$ cat src/rtl/bnn_act_packer_pkg.sv
// bnn_pkg: shared state type, error-bit indices and default widths for the BNNA activation packer
package bnn_pkg;

    typedef enum logic [1:0] {IDLE, PACK, FLUSH} pack_state_t;

    localparam int ERR_OVF      = 0;
    localparam int ERR_IDLE_BIT = 1;
    localparam int ERR_CFG      = 2;

    localparam int ACT_WORD_W   = 64;

endpackage

$ cat src/rtl/bnn_act_packer_fifo2.sv
// bnn_pack_fifo2: 2-entry register FIFO of {last, word}; head entry drives the outputs directly
// Ports: clk, reset (async, active-low), push/din_word/din_last write side,
//        pop/dout_word/dout_last read side, full/empty status.
// A push while full lands only when a pop happens in the same cycle; a pop on empty is ignored.
module bnn_pack_fifo2 #(
    parameter int W = 64
) (
    input  logic         clk,
    input  logic         reset,
    input  logic         push,
    input  logic         pop,
    input  logic [W-1:0] din_word,
    input  logic         din_last,
    output logic [W-1:0] dout_word,
    output logic         dout_last,
    output logic         full,
    output logic         empty
);

    logic [W:0] head, tail;
    logic [1:0] cnt;
    logic       do_pop, do_push;

    assign empty   = cnt == 2'd0;
    assign full    = cnt == 2'd2;
    assign do_pop  = pop && !empty;
    assign do_push = push && (!full || do_pop);
    assign {dout_last, dout_word} = head;

    always_ff @(posedge clk or negedge reset) begin
        if (!reset) begin
            head <= '0;
            tail <= '0;
            cnt  <= '0;
        end else begin
            if (do_push && (cnt == 2'd0 || (cnt == 2'd1 && do_pop)))
                head <= {din_last, din_word};
            else if (do_pop && cnt == 2'd2)
                head <= tail;
            if (do_push && ((cnt == 2'd1 && !do_pop) || cnt == 2'd2))
                tail <= {din_last, din_word};
            cnt <= cnt + 2'(do_push) - 2'(do_pop);
        end
    end

endmodule

$ cat src/rtl/bnn_act_packer.sv
// bnn_act_packer: packs the serial binarized activation stream LSB-first into words for the next layer
// Ports: clk, reset (async, active-low)
//        cfg_start/cfg_len   start a layer of cfg_len bits
//        i_bit/i_bit_val     serial activation stream (cannot be stalled)
//        o_word/o_last/o_val/i_rdy  packed word stream out of a 2-entry FIFO
//        o_busy, o_done, o_err (sticky: [0] overflow, [1] bit while idle/flushing, [2] bad cfg), i_err_clr
// Optional macro BNN_ACT_PACK_POPCNT_EN adds o_popcnt, the count of 1 bits in the current/last layer.
module bnn_act_packer import bnn_pkg::*; #(
    parameter int WORD_W = ACT_WORD_W,
    parameter int LEN_W  = 16
) (
    input  logic              clk,
    input  logic              reset,
    input  logic              cfg_start,
    input  logic [LEN_W-1:0]  cfg_len,
    input  logic              i_bit,
    input  logic              i_bit_val,
    output logic [WORD_W-1:0] o_word,
    output logic              o_last,
    output logic              o_val,
    input  logic              i_rdy,
    output logic              o_busy,
    output logic              o_done,
    output logic [2:0]        o_err,
`ifdef BNN_ACT_PACK_POPCNT_EN
    input  logic              i_err_clr,
    output logic [LEN_W-1:0]  o_popcnt
`else
    input  logic              i_err_clr
`endif
);

    localparam int IDX_W = $clog2(WORD_W);

    pack_state_t       state, state_nx;
    logic [LEN_W-1:0]  len, bit_cnt;
    logic [IDX_W-1:0]  bit_idx;
    logic [WORD_W-1:0] sreg, word_nx;
    logic              take_bit, is_last, complete, start_ok;
    logic              full, empty, pop_fire, drop;
    logic [2:0]        err_ev;

    assign take_bit = i_bit_val && state == PACK;
    assign is_last  = bit_cnt + LEN_W'(1) == len;
    assign complete = take_bit && (bit_idx == IDX_W'(WORD_W - 1) || is_last);
    assign word_nx  = sreg | (WORD_W'(i_bit) << bit_idx);
    assign start_ok = cfg_start && state == IDLE && cfg_len != '0;
    assign pop_fire = i_rdy && !empty;
    assign drop     = complete && full && !pop_fire;
    assign o_val    = !empty;
    assign o_busy   = state != IDLE;
    // FLUSH never pushes, so popping the sole remaining entry empties the FIFO.
    assign o_done   = state == FLUSH && pop_fire && !full;

    always_comb begin
        err_ev               = '0;
        err_ev[ERR_OVF]      = drop;
        err_ev[ERR_IDLE_BIT] = i_bit_val && state != PACK;
        err_ev[ERR_CFG]      = cfg_start && (o_busy || cfg_len == '0);
    end

    always_comb begin
        state_nx = state;
        if (start_ok)
            state_nx = PACK;
        else if (complete && is_last)
            state_nx = FLUSH;
        else if (o_done)
            state_nx = IDLE;
    end

    always_ff @(posedge clk or negedge reset) begin
        if (!reset)
            state <= IDLE;
        else
            state <= state_nx;
    end

    always_ff @(posedge clk or negedge reset) begin
        if (!reset) begin
            len     <= '0;
            bit_cnt <= '0;
            bit_idx <= '0;
            sreg    <= '0;
            o_err   <= '0;
        end else begin
            o_err <= (i_err_clr ? 3'b000 : o_err) | err_ev;
            if (start_ok) begin
                len     <= cfg_len;
                bit_cnt <= '0;
                bit_idx <= '0;
                sreg    <= '0;
            end else if (take_bit) begin
                bit_cnt <= bit_cnt + LEN_W'(1);
                bit_idx <= complete ? '0 : bit_idx + IDX_W'(1);
                sreg    <= complete ? '0 : word_nx;
            end
        end
    end

`ifdef BNN_ACT_PACK_POPCNT_EN
    always_ff @(posedge clk or negedge reset) begin
        if (!reset)
            o_popcnt <= '0;
        else if (start_ok)
            o_popcnt <= '0;
        else if (take_bit && i_bit)
            o_popcnt <= o_popcnt + LEN_W'(1);
    end
`endif

    // A dropped final word still moves the FSM to FLUSH so the layer terminates.
    bnn_pack_fifo2 #(.W(WORD_W)) u_fifo (
        .clk       (clk),
        .reset     (reset),
        .push      (complete),
        .pop       (i_rdy),
        .din_word  (word_nx),
        .din_last  (is_last),
        .dout_word (o_word),
        .dout_last (o_last),
        .full      (full),
        .empty     (empty)
    );

endmodule

$ cat config.mk
export PLATFORM = sky130hd
export DESIGN_NAME = bnn_act_packer
export DESIGN_NICKNAME = d
export VERILOG_FILES = /design/src/rtl/bnn_act_packer_pkg.sv /design/src/rtl/bnn_act_packer_fifo2.sv /design/src/rtl/bnn_act_packer.sv
export SDC_FILE = /design/constraint.sdc
export NUM_CORES = 1
export LEC_CHECK = 0
export ABC_AREA = 1
export BUFFER_PORTS_ARGS = -buffer_cell sky130_fd_sc_hd__buf_2
export CAP_MARGIN = 20
export CORE_ASPECT_RATIO = 0.9
export CORE_MARGIN = 2
export CORE_UTILIZATION = 60
export CTS_BUF_LIST = sky130_fd_sc_hd__clkbuf_8
export CTS_CLUSTER_DIAMETER = 150
export DETAILED_ROUTE_END_ITERATION = 16
export GPL_ROUTABILITY_DRIVEN = 0
export PLACE_DENSITY = 0.85
export SLEW_MARGIN = 30
export SYNTH_ARGS = -nofsm -noshare
export SYNTH_HDL_FRONTEND = slang
export SYNTH_SLANG_ARGS = --single-unit
$ cat constraint.sdc
create_clock -name clk -period 2.8 [get_ports clk]
set_input_delay 0.42 -clock clk [delete_from_list [all_inputs] [get_ports clk]]
set_output_delay 0.42 -clock clk [all_outputs]
set_load 0.01 [all_outputs]
== After elaboration in Yosys (flattened, before gate mapping) ==
Cells that the tools add are included.
Word-level totals
  flip-flop bits (word level): 239
Cells by class
  add/subtract/negate cells: 4
  equal/unequal tests: 7
  shifts and indexed selects: 1
  muxes and demuxes: 14
  bitwise logic cells: 2
  reductions and logical operators: 34
Operators by type and width (count)
  2-to-1 mux 64 bit: 3
  2-to-1 mux 65 bit: 2
  OR 64 bit: 1
  left shift 1 x 6 -> 64 bit: 1
  2-to-1 mux 16 bit: 2
  logical AND 1 bit: 18
  2-to-1 mux 6 bit: 3
  adder 16 x 1 -> 16 bit, second input constant: 1
  equality test 16 bit: 1
  zero test 16 bit: 1
  nonzero test 16 bit: 1
  adder 6 x 1 -> 6 bit, second input constant: 1
  equality test 6 bit, second input constant: 1
  2-to-1 mux 2 bit: 3
  nonzero test 2 bit: 3
  logical OR 1 bit: 5
  equality test 2 x 1 -> 1 bit, second input constant: 2
  equality test 2 bit, second input constant: 2
  zero test 2 bit: 2
  zero test 1 bit: 3
  2-to-1 mux 3 bit: 1
  OR 3 bit: 1
  nonzero test 3 bit: 1
  adder 2 x 1 -> 2 bit: 1
  2 further kinds: 2

== Logic depth before layout (Yosys ltp) ==
Gate-level depths: netlist of the first run.
  depth in word-level cells: 8
  depth in mapped cells: 19
  depth with buffers taken out: 18

== By module ==
Synthesis of the first run repeated with hierarchy kept, for this count alone.
Second synthesis, totals
  cell total of the unflattened synthesis: 1735
  area total of the unflattened synthesis: 12918.6 um^2
Modules (own cells, without submodules)
  bnn_act_packer: times used 1, cells each 934, area each 6533.8 um^2, sequential area each 2677.6 um^2
  bnn_pack_fifo2: times used 1, cells each 801, area each 6384.9 um^2, sequential area each 3303.2 um^2

== Worst setup path after synthesis of the first run ==
No wires, ideal clock.
  path type: register -> register
  start point: register bit_cnt[0]
  end point: register u_fifo.cnt[1]
  arrival time: 2.409 ns
  setup slack: 0.312 ns
  cell stages (with the launch flop): 18
  period minus slack after synthesis: 2.488 ns
  cell sequence: dfrtp_1 -> ha_1 -> nand2_1 -> nor2_4 -> nand2_2 -> o21ai_2 -> nand2_1 -> nand2_1 -> nand2_1 -> nor2_1 -> nand3_2 -> nand2_4 -> buf_2 -> nand2_1 -> a21oi_1 -> ha_1 -> xnor2_1 -> xor2_1
On the way
  longest elaborated chain between the ends: 7
RTL lines
  from (decl): RTL line bnn_act_packer.sv:36  | logic [LEN_W-1:0] len, bit_cnt;
  from (signal assigned): RTL line bnn_act_packer.sv:94  | bit_cnt <= bit_cnt + LEN_W'(1);
  adder 16 x 1 -> 16 bit: RTL line bnn_act_packer.sv:44  | assign is_last = bit_cnt + LEN_W'(1) == len;
  equality test 16 bit: RTL line bnn_act_packer.sv:44
  logical OR 1 bit: RTL line bnn_act_packer.sv:45  | assign complete = take_bit && (bit_idx == IDX_W'(WORD_W - 1) || is_last);
  logical AND 1 bit: RTL line bnn_act_packer.sv:45
  logical AND 1 bit: RTL line bnn_act_packer_fifo2.sv:27  | assign do_push = push && (!full || do_pop);
  adder 2 x 1 -> 2 bit: RTL line bnn_act_packer_fifo2.sv:42  | cnt <= cnt + 2'(do_push) - 2'(do_pop);
  subtractor 2 x 1 -> 2 bit: RTL line bnn_act_packer_fifo2.sv:42
  to (signal assigned): RTL line bnn_act_packer_fifo2.sv:42
  to (decl): RTL line bnn_act_packer_fifo2.sv:21  | logic [1:0] cnt;
No other way between the ends.
A chain may end at the register's enable or synchronous reset.

== Final worst setup path of the first run ==
  start point: register bit_cnt[0]
  end point: register u_fifo.tail[58]
On the way
  longest elaborated chain between the ends: 6
RTL lines
  adder 16 x 1 -> 16 bit: RTL line bnn_act_packer.sv:44
  equality test 16 bit: RTL line bnn_act_packer.sv:44
  logical OR 1 bit: RTL line bnn_act_packer.sv:45
  logical AND 1 bit: RTL line bnn_act_packer.sv:45
  logical AND 1 bit: RTL line bnn_act_packer_fifo2.sv:27
  logical AND 1 bit: RTL line bnn_act_packer_fifo2.sv:40  | if (do_push && ((cnt == 2'd1 && !do_pop) || cnt == 2'd2))
  to (signal assigned): RTL line bnn_act_packer_fifo2.sv:41  | tail <= {din_last, din_word};
  to (decl): RTL line bnn_act_packer_fifo2.sv:20  | logic [W:0] head, tail;
No other way between the ends.

==> results.md, run 1 <==
- IO Count: 94
- IO Port Bufs: 93
- Drt wl/cell: about 18 um
- Mapped cell area: roughly 12000 um2
- Crit-path cells: ha_4 > nand2_2 > nor2_4 > buf_4 > nand4_1 > nand2_1 > nand2_1 > nand2_1 > nand2_1 > nor2_1 > nand3_2 > nand2_4 > nand4_1 > buf_6 > buf_8 > nand2_1 > nand2_1
- Multi-input gate area: a little over 5000 um2
- Clock root cell: clkbuf_8
- Cells on Worst Hold Path: 2
- Sink Count: about 240
- Final Hold Fails: 0
- Fill count: 1567
- Post-synth EDFFs: 0
- Final WS setup: 92.7 ps
- FMAX: roughly 0.37 GHz
- First-pass GRT wire length: 55800 um
- Hpwl dp: between 20000 and 25000 um
- Synth-to-layout area growth: 12.5%
- Final setup fails: 0
- Final worst-path cycle share: 0.967
- Crit-path max FO: 32
- Logic pwr share: 0.133
- Initial antenna violation count: 0
- DIE HEIGHT: roughly 140 um
- DRC viols: 0
- Final core occ: 0.688
- Clk_skew: 16.4 ps
- Die Area: between 20000 and 25000 um2
- Num rows: 49
- Post-synthesis cell type count: 34
- Slew Limit Headroom: 0.468
- Reg2Reg Setup Slack: 90 ps
- Antenna cells: 0
- Critical path type: flop to flop
- H-tree Lvls: 2
- Net Sw Power: ~2200 uW
- Worst r2r path cells: 17
- Min Hold Slack: 113 ps
- FF+latch area: between 5000 and 6000 um2
- Final cell count without fillers: approximately 1900
- Min cycle time layout: roughly 2700 ps
- Total number of vias: about 12000
- Mapped Avg Cell Area: 7.71 um2
- Crit path launch type: flop
- Max-slew violations: 0
- Unrepaired setup endpoints after global routing: true
- Max clock buf depth: 3
- Worst-Skew Late Latency: around 540 ps
- CP Capture Type: flop
- Commonest non-fill, non-tap cell in the layout: nand2_1
- Sequential Power Share: 0.471
- 1st-pass router iterations: 6
- Most used DFF post-synth: dfrtp_1
- Vias per cell: a little over 6
- Post-synthesis sequential area ratio: 0.491
- Chip width: 154 um
- CTS tree: done
- Sw Ratio: 0.300
- Clock Pin Slew Worst Setup and Hold Paths: 60 ps
- Nets: about 1700
- CP max stage delay: 440 ps
- Synth Instances: about 1600
- Most frequent cells in the layout: nand2_1, dfrtp_1, inv_1, nand3_1, nand4_1
- Cells after DPL: approximately 1800
- Post-Synthesis Net Count: ~1600
- Tot GR Track Use: 0.316
- Total power: around 7400 uW
- Share of cells above drive strength 1: 0.134
- Clock Power Share: 0.396
- Leak: about 0.0077 uW
- Largest net degree at the start of global routing: a little under 80
- CTS Buf Count: around 40
- Final ANT Viol Nets: 0
- Pint: a little over 5000 uW
- Status: complete, no violations
- YS warnings: 0
- HP Class: primary input to flop
- Remaining Overflow, GRT: 0
- Dpl ws: -20.4 ps
- DRT iter0 DRCs: 1554
- Drt total wl: between 30000 and 40000 um
- CP dominant cell by count: nand2_1
- Worst Tran Pin Value: about 800 ps
- Vias in the first global route: roughly 11000
- Async set-reset flop share out of synthesis: 1.00
- Core Region: between 15000 and 20000 um2
- Max-capacitance violation count: 0
- Initial core utilization: 0.611
- Data required time of the worst path: approximately 3200 ps
- PwrDens: ~540 nW/um2
- CP max-delay cell: dfrtp_1
- Data arrival, critical path: approximately 3100 ps
- Max IR drop VDD: slightly below 0.3 mV
- Seq cells post-synth: ~240
critical path: cells and delay by family (launching register included):
kind                     cells  cell delay, ps
AND/OR/NAND/NOR             13            1390
flip-flops                   1             440
adder cells (fa/ha/maj)      1             180
buffers and inverters        3             550
synthesized netlist by cell type (2+ instances only):
library cell  number  area, um2
clkbuf_1          67        251
nor2_1            51        191
buf_4             12       90.1
nand2_1          494       1850
xor2_1             2       17.5
o22ai_1           38        238
mux2_2             7       78.8
buf_1              7       26.3
inv_2              2       7.51
inv_1            165        619
nand3_1          156        781
nor4_1             6       37.5
nand3_2            3       30.0
nand3b_1           6       45.0
buf_6              7       78.8
buf_2             20        100
nor2_4             4       45.0
a21oi_1           54        270
ha_1               4       50.1
o21ai_0           77        385
nand4_1          137        857
dfrtp_1          239       5980
nor3_1             7       35.0
xnor2_1            3       26.3
nand2_2            2       12.5
registers in the layout (all words and copies together) (netlist names):
| signal | flops |
|---|---|
| u_fifo.tail | 65 |
| bit_cnt | 16 |
| u_fifo.cnt | 2 |
| bit_idx | 6 |
| o_err | 3 |
| state | 2 |
| sreg | 64 |
| len | 16 |
| u_fifo.head | 65 |
per-layer routing:
| layer | track usage | up-vias | wire, um |
|---|---|---|---|
| met5 | 0 | - | 0 |
| met4 | 0.135 | 0 | 1180 |
| met3 | 0.0609 | 113 | 3740 |
| met2 | 0.481 | 717 | 15200 |
| met1 | 0.446 | 5425 | 13800 |
| li1 | - | 5337 | - |
kinds of logic after synthesis:
logic type / Yosys count / synth area share
simple gates: 870 / 0.322
buf+inv: 280 / 0.0964
flops: 239 / 0.491
compound gates: 174 / 0.0763
mux: 7 / 0.00647
xor+xnor: 5 / 0.00360
fa+ha+maj: 4 / 0.00411
through the flow:
step	instance area, um2	setup TNS [ps]
floorplan	12200	0
finish	13700	0
global placement	12800	0
detailed placement	12800	-20.4
CTS	13600	0
global route	13700	-6840
power groups by stage:
stage | clock network, uW | registers, uW | logic (uW)
detailed placement | 0 | 3560 | 953
finish | 2930 | 3490 | 987
global route | 3130 | 3500 | 1050
floorplan | 0 | 3550 | 560
CTS | 2970 | 3500 | 956
global placement | 0 | 3560 | 945
path summary, 6_finish.rpt:
check / startpoint / to
max in group asynchronous: reset / sreg[13]
setup / recovery: bit_cnt[0] / u_fifo.tail[58]
min in group asynchronous: reset / len[3]
hold reg to reg: u_fifo.tail[20] / u_fifo.tail[20]
hold / removal: i_err_clr / o_err[1]
setup reg to reg: bit_cnt[0] / u_fifo.tail[58]
layout make-up:
| cell class | instances | area share |
|---|---|---|
| Timing Repair Buffer | 135 | 0.0684 |
| Sequential cell | 239 | 0.437 |
| Clock buffer | 49 | 0.0492 |
| Tap cell | 255 | 0.0233 |
| Inverter | 167 | 0.0457 |
| Multi-Input combinational cell | 1060 | 0.372 |
| Clock inverter | 16 | 0.00484 |
timing repair:
action                                 CTS  global route
buffers inserted                         0             5
hold buffers                             1             0
gates resized for setup                  1            14
endpoints found under the hold margin   67             0
pin swaps                                0             6
cloned                                   0             2
setup endpoints to repair                7           196
(Power assumes the default switching activity.)
==> run 2: changes to the inputs <==
Settings changed: CORE_UTILIZATION 60 to 40, PLACE_DENSITY 0.85 to 0.62.
==> run 2 against run 1 <==
Compared with the run above: global-route usage decreased by 9.6 points; total power rose by 3.2%; sequential share of layout area shrank 0.85 points; via count down 4.1%; first-iteration DRC count is 41% lower; clock-buffer cell count increased by 6; flip-flop and latch count unchanged; die area is 48% higher; sequential power barely moved; cell area rose by 2.0%; critical path type unchanged; largest power group unchanged.
==> results.md, run 2 (synthesis gave the netlist of run 1 again) <==
- Most frequent cells in the layout: nand2_1, dfrtp_1, inv_1, nand3_1, nand4_1
- Final Hold Fails: 0 (unchanged)
- Hpwl dp: 21900 um (+6.7%)
- Dpl ws: 80.9 ps (+101 ps)
- Num rows: 60 (+22%)
- Cells on Worst Hold Path: 2 (unchanged)
- IO Port Bufs: 93 (unchanged)
- Reg2Reg Setup Slack: 180 ps (+80 ps)
- Worst r2r path cells: 15 (-2)
- Final setup fails: 0 (unchanged)
- Drt wl/cell: 16.8 um (-4.8%)
- Leak: 0.00779 uW (+0.63%)
- Sink Count: 239 (unchanged)
- Core Region: 30000 um2 (+50%)
- Clock Power Share: 0.413 (+0.017)
- R2r endpoint: sreg[6]
- Final WS setup: 176 ps (+83.5 ps)
- Fill count: 2981 (+90%)
- Clk_skew: 22.7 ps (+6.37 ps)
- Remaining Overflow, GRT: 0 (unchanged)
- Max IR drop VDD: 0.399 mV (+36%)
- Max clock buf depth: 3 (unchanged)
- H-tree Lvls: 2 (unchanged)
- Logic pwr share: 0.130 (-0.003)
- Max-capacitance violation count: 0 (unchanged)
- Largest net degree at the start of global routing: 80 (+1.3%)
- Data arrival, critical path: 3010 ps (-110 ps)
- HP Class: primary input to flop
- 1st-pass router iterations: 5 (-1)
- Worst-Skew Late Latency: 540 ps (about the same)
- Status: complete, no violations
- FMAX: 0.381 GHz (+3.2%)
- PwrDens: 548 nW/um2 (+1.2%)
- Share of cells above drive strength 1: 0.138 (+0.00379)
- Synth-to-layout area growth: 14.8%
- Post-route cell area: 14000 um2 (+2.0%)
- Slew Limit Headroom: 0.451 (-0.0170)
- Initial core utilization: 0.407 (-0.205)
- Initial antenna violation count: 0 (unchanged)
- CTS Buf Count: 43 (+4.9%)
- DRT iter0 DRCs: 922 (-41%)
- Clock root cell: clkbuf_8
- Sequential Power Share: 0.457 (-0.014)
- Endpoint, Worst Hold: o_err[1]
- Hold Startpoint: i_err_clr
- Final ANT Viol Nets: 0 (unchanged)
- Placed Area: 13100 um2 (+1.8%)
- Start point of the critical path: bit_cnt[0]
- Chip width: 188 um (+22%)
- Vias in the first global route: 10900 (-3.5%)
- DRC viols: 0 (unchanged)
- IO Count: 94 (unchanged)
- Net Sw Power: 2290 uW (+2.7%)
- CTS tree: done
- Commonest non-fill, non-tap cell in the layout: nand2_1
- Final worst-path cycle share: 0.937 (-0.0298)
- Max-slew violations: 0 (unchanged)
- Data required time of the worst path: 3190 ps (-20 ps)
- Clock Pin Slew Worst Setup and Hold Paths: 60 ps (about the same)
- CP Capture Type: flop
- Antenna cells: 0 (unchanged)
- Worst Tran Pin Value: 823 ps (+25.5 ps)
- Critical R2R Launch: bit_cnt[0]
- Drt total wl: 34900 um (+2.8%)
- Vias per cell: 5.36 (-11%)
- Sw Ratio: 0.299 (-0.00145)
- Min cycle time layout: 2620 ps (-83.5 ps)
- Die Area: 31900 um2 (+48%)
- Total number of vias: 11100 (-4.1%)
- Crit-path max FO: 31 (-3.1%)
- Largest regs: u_fifo.head: 65 flops, u_fifo.tail: 65 flops, sreg: 64 flops
- Critical path type: flop to flop
- Crit path launch type: flop
- Nets: 1673 (+0.12%)
- DIE HEIGHT: 170 um (+22%)
- Pint: 5370 uW (+3.5%)
- Tot GR Track Use: 0.220 (-0.0957)
- First-pass GRT wire length: 57300 um (+2.7%)
==> run 2: area by class of cell <==
type | instances | area, um2 | share of cell area
repair buffers | 135 | 938 | 0.0671
inverters | 167 | 627 | 0.0448
clock inverters | 15 | 57.6 | 0.00412
multi-input cells | 1060 | 5110 | 0.366
flip-flops and latches | 239 | 5980 | 0.428
clock buffers | 55 | 757 | 0.0542
well taps | 403 | 504 | 0.0361
==> run 2: what timing repair did <==
| item | 4_1_cts | 5_1_grt |
|---|---|---|
| gates resized for setup | 0 | 14 |
| buffers inserted | 0 | 5 |
| setup endpoints to repair | 0 | 189 |
| hold buffers | 1 | 0 |
| hold endpoints to repair | 74 | 0 |
==> run 2: critical path, stage by stage, from the launching register on <==
cell	delay, ps
dfrtp_1	440
ha_4	180
nand2_2	80
nor2_4	230
nand2_2	130
o21ai_2	150
nand2_1	80
nand2_1	80
nand2_1	50
nor2_1	130
nand3_2	140
nand2_4	170
nor2_4	80
inv_2	210
buf_12	220
o22ai_1	100
==> run 2: worst max-delay path by stage <==
stage	endpoint	slack (ps)
2_1_floorplan	u_fifo.cnt[1]	310
3_3_place_gp	u_fifo.head[27]	150
3_5_place_dp	u_fifo.head[57]	80
4_1_cts	u_fifo.head[57]	70
5_1_grt	u_fifo.cnt[1]	-30
6_report	sreg[6]	180
==> run 2: routing by layer <==
metal,GRT usage,share of wire,vias to the layer above,wire length [um]
met1,0.316,0.47,5340,16500
met4,0.0640,0.022,0,754
met2,0.343,0.44,380,15500
li1,-,-,5336,-
met3,0.0368,0.061,61,2120
met5,0,0,-,0
==> run 2: through the flow <==
stage               instances  hold slack, ps  utilization  total power, uW  setup TNS (ps)
floorplan                1579             124            -             4110               0
global placement         1998             462        0.436             4530               0
detailed placement       1998             462        0.436             4530               0
CTS                      2069            85.9        0.464             7730               0
global route             2074            91.8        0.467             7980            -176
finish                   2074             109        0.467             7660               0
==> run 2: power by group through the flow <==
| stage | Sequential [uW] | Combinational, uW | Clock [uW] |
|---|---|---|---|
| after floorplan | 3550 | 560 | 0 |
| after global placement | 3560 | 979 | 0 |
| after detailed placement | 3560 | 978 | 0 |
| after CTS | 3490 | 981 | 3250 |
| after global routing | 3490 | 1060 | 3430 |
| final | 3500 | 998 | 3160 |
==> run 3: changes to the inputs <==
Settings changed: CORE_ASPECT_RATIO 0.9 to 0.8.
==> run 3 against run 2 <==
Compared with the run above: critical path depth is 5 higher; die area hardly changed; clock skew is 7.9 ps lower; clock-buffer cell count is 3 lower; core utilization is 0.86 points higher.
==> results.md, run 3 (synthesis gave the netlist of run 1 again) <==
- Status: complete, no violations
- Final Hold Fails: 0 (unchanged)
- Data arrival, critical path: 3100 ps (+90 ps)
- Critical path type: flop to flop
- Max-slew violations: 0 (unchanged)
- Drt total wl: 37200 um (+6.6%)
- DRT iter0 DRCs: 1241 (+35%)
- Largest net degree at the start of global routing: 89 (+11%)
- Max clock buf depth: 3 (unchanged)
- Remaining Overflow, GRT: 0 (unchanged)
- Chip width: 199 um (+5.9%)
- Data required time of the worst path: 3240 ps (+50 ps)
- H-tree Lvls: 2 (unchanged)
- Slew Limit Headroom: 0.423 (-0.0286)
- Clock Pin Slew Worst Setup and Hold Paths: 60 ps (about the same)
- CP dominant cell by count: nand2_1
- Crit path launch type: flop
- Vias in the first global route: 10900 (+0.50%)
- Hpwl dp: 22200 um (+1.5%)
- Post-route cell area: 14300 um2 (+2.6%)
- DIE HEIGHT: 160 um (-5.6%)
- Initial core utilization: 0.404 (-0.00288)
- HP Class: primary input to flop
- Final setup fails: 0 (unchanged)
- CTS tree: done
- Min cycle time layout: 2660 ps (+35.3 ps)
- CP Capture Type: flop
- Clk_skew: 14.9 ps (-7.89 ps)
- Initial antenna violation count: 0 (unchanged)
- Most frequent cells in the layout: nand2_1, dfrtp_1, inv_1, nand3_1, nand4_1
- Tot GR Track Use: 0.228 (+0.00786)
- Synth-to-layout area growth: 17.7%
- Vias per cell: 5.44 (+1.4%)
- Nets: 1690 (+1.0%)
- Worst-Skew Late Latency: 560 ps (+20 ps)
- Placed Area: 13000 um2 (-0.15%)
- PwrDens: 530 nW/um2 (-3.3%)
- Max-capacitance violation count: 0 (unchanged)
- CTS Buf Count: 41 (-4.7%)
- Share of cells above drive strength 1: 0.156 (+0.0180)
- DRC viols: 0 (unchanged)
- Core Region: 30200 um2 (+0.71%)
- Setup TNS: 0 ps (unchanged)
- 1st-pass router iterations: 6 (+1)
- Reg2Reg Setup Slack: 140 ps (-40 ps)
- Final worst-path cycle share: 0.950 (+0.0126)
- Num rows: 57 (-5.0%)
- Antenna cells: 0 (unchanged)
- Die Area: 31900 um2 (about the same)
- First-pass GRT wire length: 58200 um (+1.7%)
- Drt wl/cell: 17.7 um (+5.2%)
- Worst Tran Pin Value: 866 ps (+42.8 ps)
- IO Count: 94 (unchanged)
- Leak: 0.00796 uW (+2.2%)
- CP max-delay cell: dfrtp_2
- Largest regs: u_fifo.head: 65 flops, u_fifo.tail: 65 flops, sreg: 64 flops
- Commonest non-fill, non-tap cell in the layout: nand2_1
- Crit-path cells: buf_6 > inv_2 > nor2_4 > buf_6 > nand2_2 > nand2_2 > nand2_4 > nand2_1 > nand2_1 > nor2_1 > nand2_1 > nor2_2 > nand3_2 > nand2_4 > buf_6 > nand3_4 > buf_12 > clkbuf_16 > nand3_1 > nand2_1
- Max IR drop VDD: 0.474 mV (+19%)
- Final ANT Viol Nets: 0 (unchanged)
- Clock root cell: clkbuf_8
- CP max stage delay: 410 ps (-30 ps)
- FMAX: 0.376 GHz (-1.3%)
- Unrepaired setup endpoints after global routing: false
- Total number of vias: 11400 (+2.8%)
- IO Port Bufs: 93 (unchanged)
- Crit-path max FO: 11 (-65%)
- Sink Count: 239 (unchanged)
[run 3: changes by cell type in the layout (fill, tap and decap cells not counted), sizes merged]
cell	change
clkinv	+1
inv	+1
buf	+11
clkbuf	+5
clkinvlp	+1
[run 3: critical path: cells and delay by family, from the launching register on]
family	cells	cell delay, ps
simple gates	14	1330
buf+inv	6	800
flops	1	410
[run 3: area by class of cell]
class	count	area, um2
Clock buffer	52	716
Clock inverter	18	73.8
Fill cell	3020	15800
Inverter	167	627
Multi-Input combinational cell	1060	5160
Sequential cell	239	5990
Tap cell	413	517
Timing Repair Buffer	154	1250
[run 3: repair_timing]
| item | in CTS | in global routing |
|---|---|---|
| endpoints found under the setup margin | 0 | 196 |
| endpoints found under the hold margin | 53 | 0 |
| setup buffers | 0 | 14 |
| resized for setup | 0 | 35 |
| hold buffers | 1 | 0 |
[run 3: per-stage QoR]
| step | power, uW | utilization | cells | hold slack [ps] | setup WS (ps) |
|---|---|---|---|---|---|
| 3_5_place_dp | 4540 | 0.432 | 2007 | 394 | 109 |
| 3_3_place_gp | 4520 | 0.432 | 2007 | 392 | 193 |
| 4_1_cts | 7650 | 0.459 | 2078 | 77.5 | 75.9 |
| 2_1_floorplan | 4110 | - | 1579 | 124 | 312 |
| 5_1_grt | 7900 | 0.475 | 2103 | 93.1 | 6.25 |
| 6_report | 7600 | 0.475 | 2103 | 108 | 141 |
[run 3: per-layer routing]
metal | wire (um) | share of wire | track usage | vias up
met5 | 0 | 0 | 0 | -
met3 | 2350 | 0.063 | 0.0395 | 56
met4 | 745 | 0.020 | 0.0716 | 0
met1 | 17800 | 0.48 | 0.338 | 5610
li1 | - | - | - | 5390
met2 | 16300 | 0.44 | 0.337 | 377
[run 3: power breakdown]
part / internal [uW] / switching [uW] / leakage, uW
Combinational: 142 / 860 / 0.00449
Clock: 1650 / 1440 / 0.000462
Sequential: 3470 / 21.0 / 0.00301
Total: 5270 / 2330 / 0.00796
[run 3: path summary, 6_finish.rpt]
kind,start,endpoint,cells after the start
max in group asynchronous,reset,u_fifo.head[29],3
min in group asynchronous,reset,u_fifo.tail[47],2
min,cfg_len[2],len[2],2
min reg2reg,u_fifo.tail[60],u_fifo.tail[60],2
max,bit_cnt[0],u_fifo.head[50],20
max reg2reg,bit_cnt[0],u_fifo.head[50],20
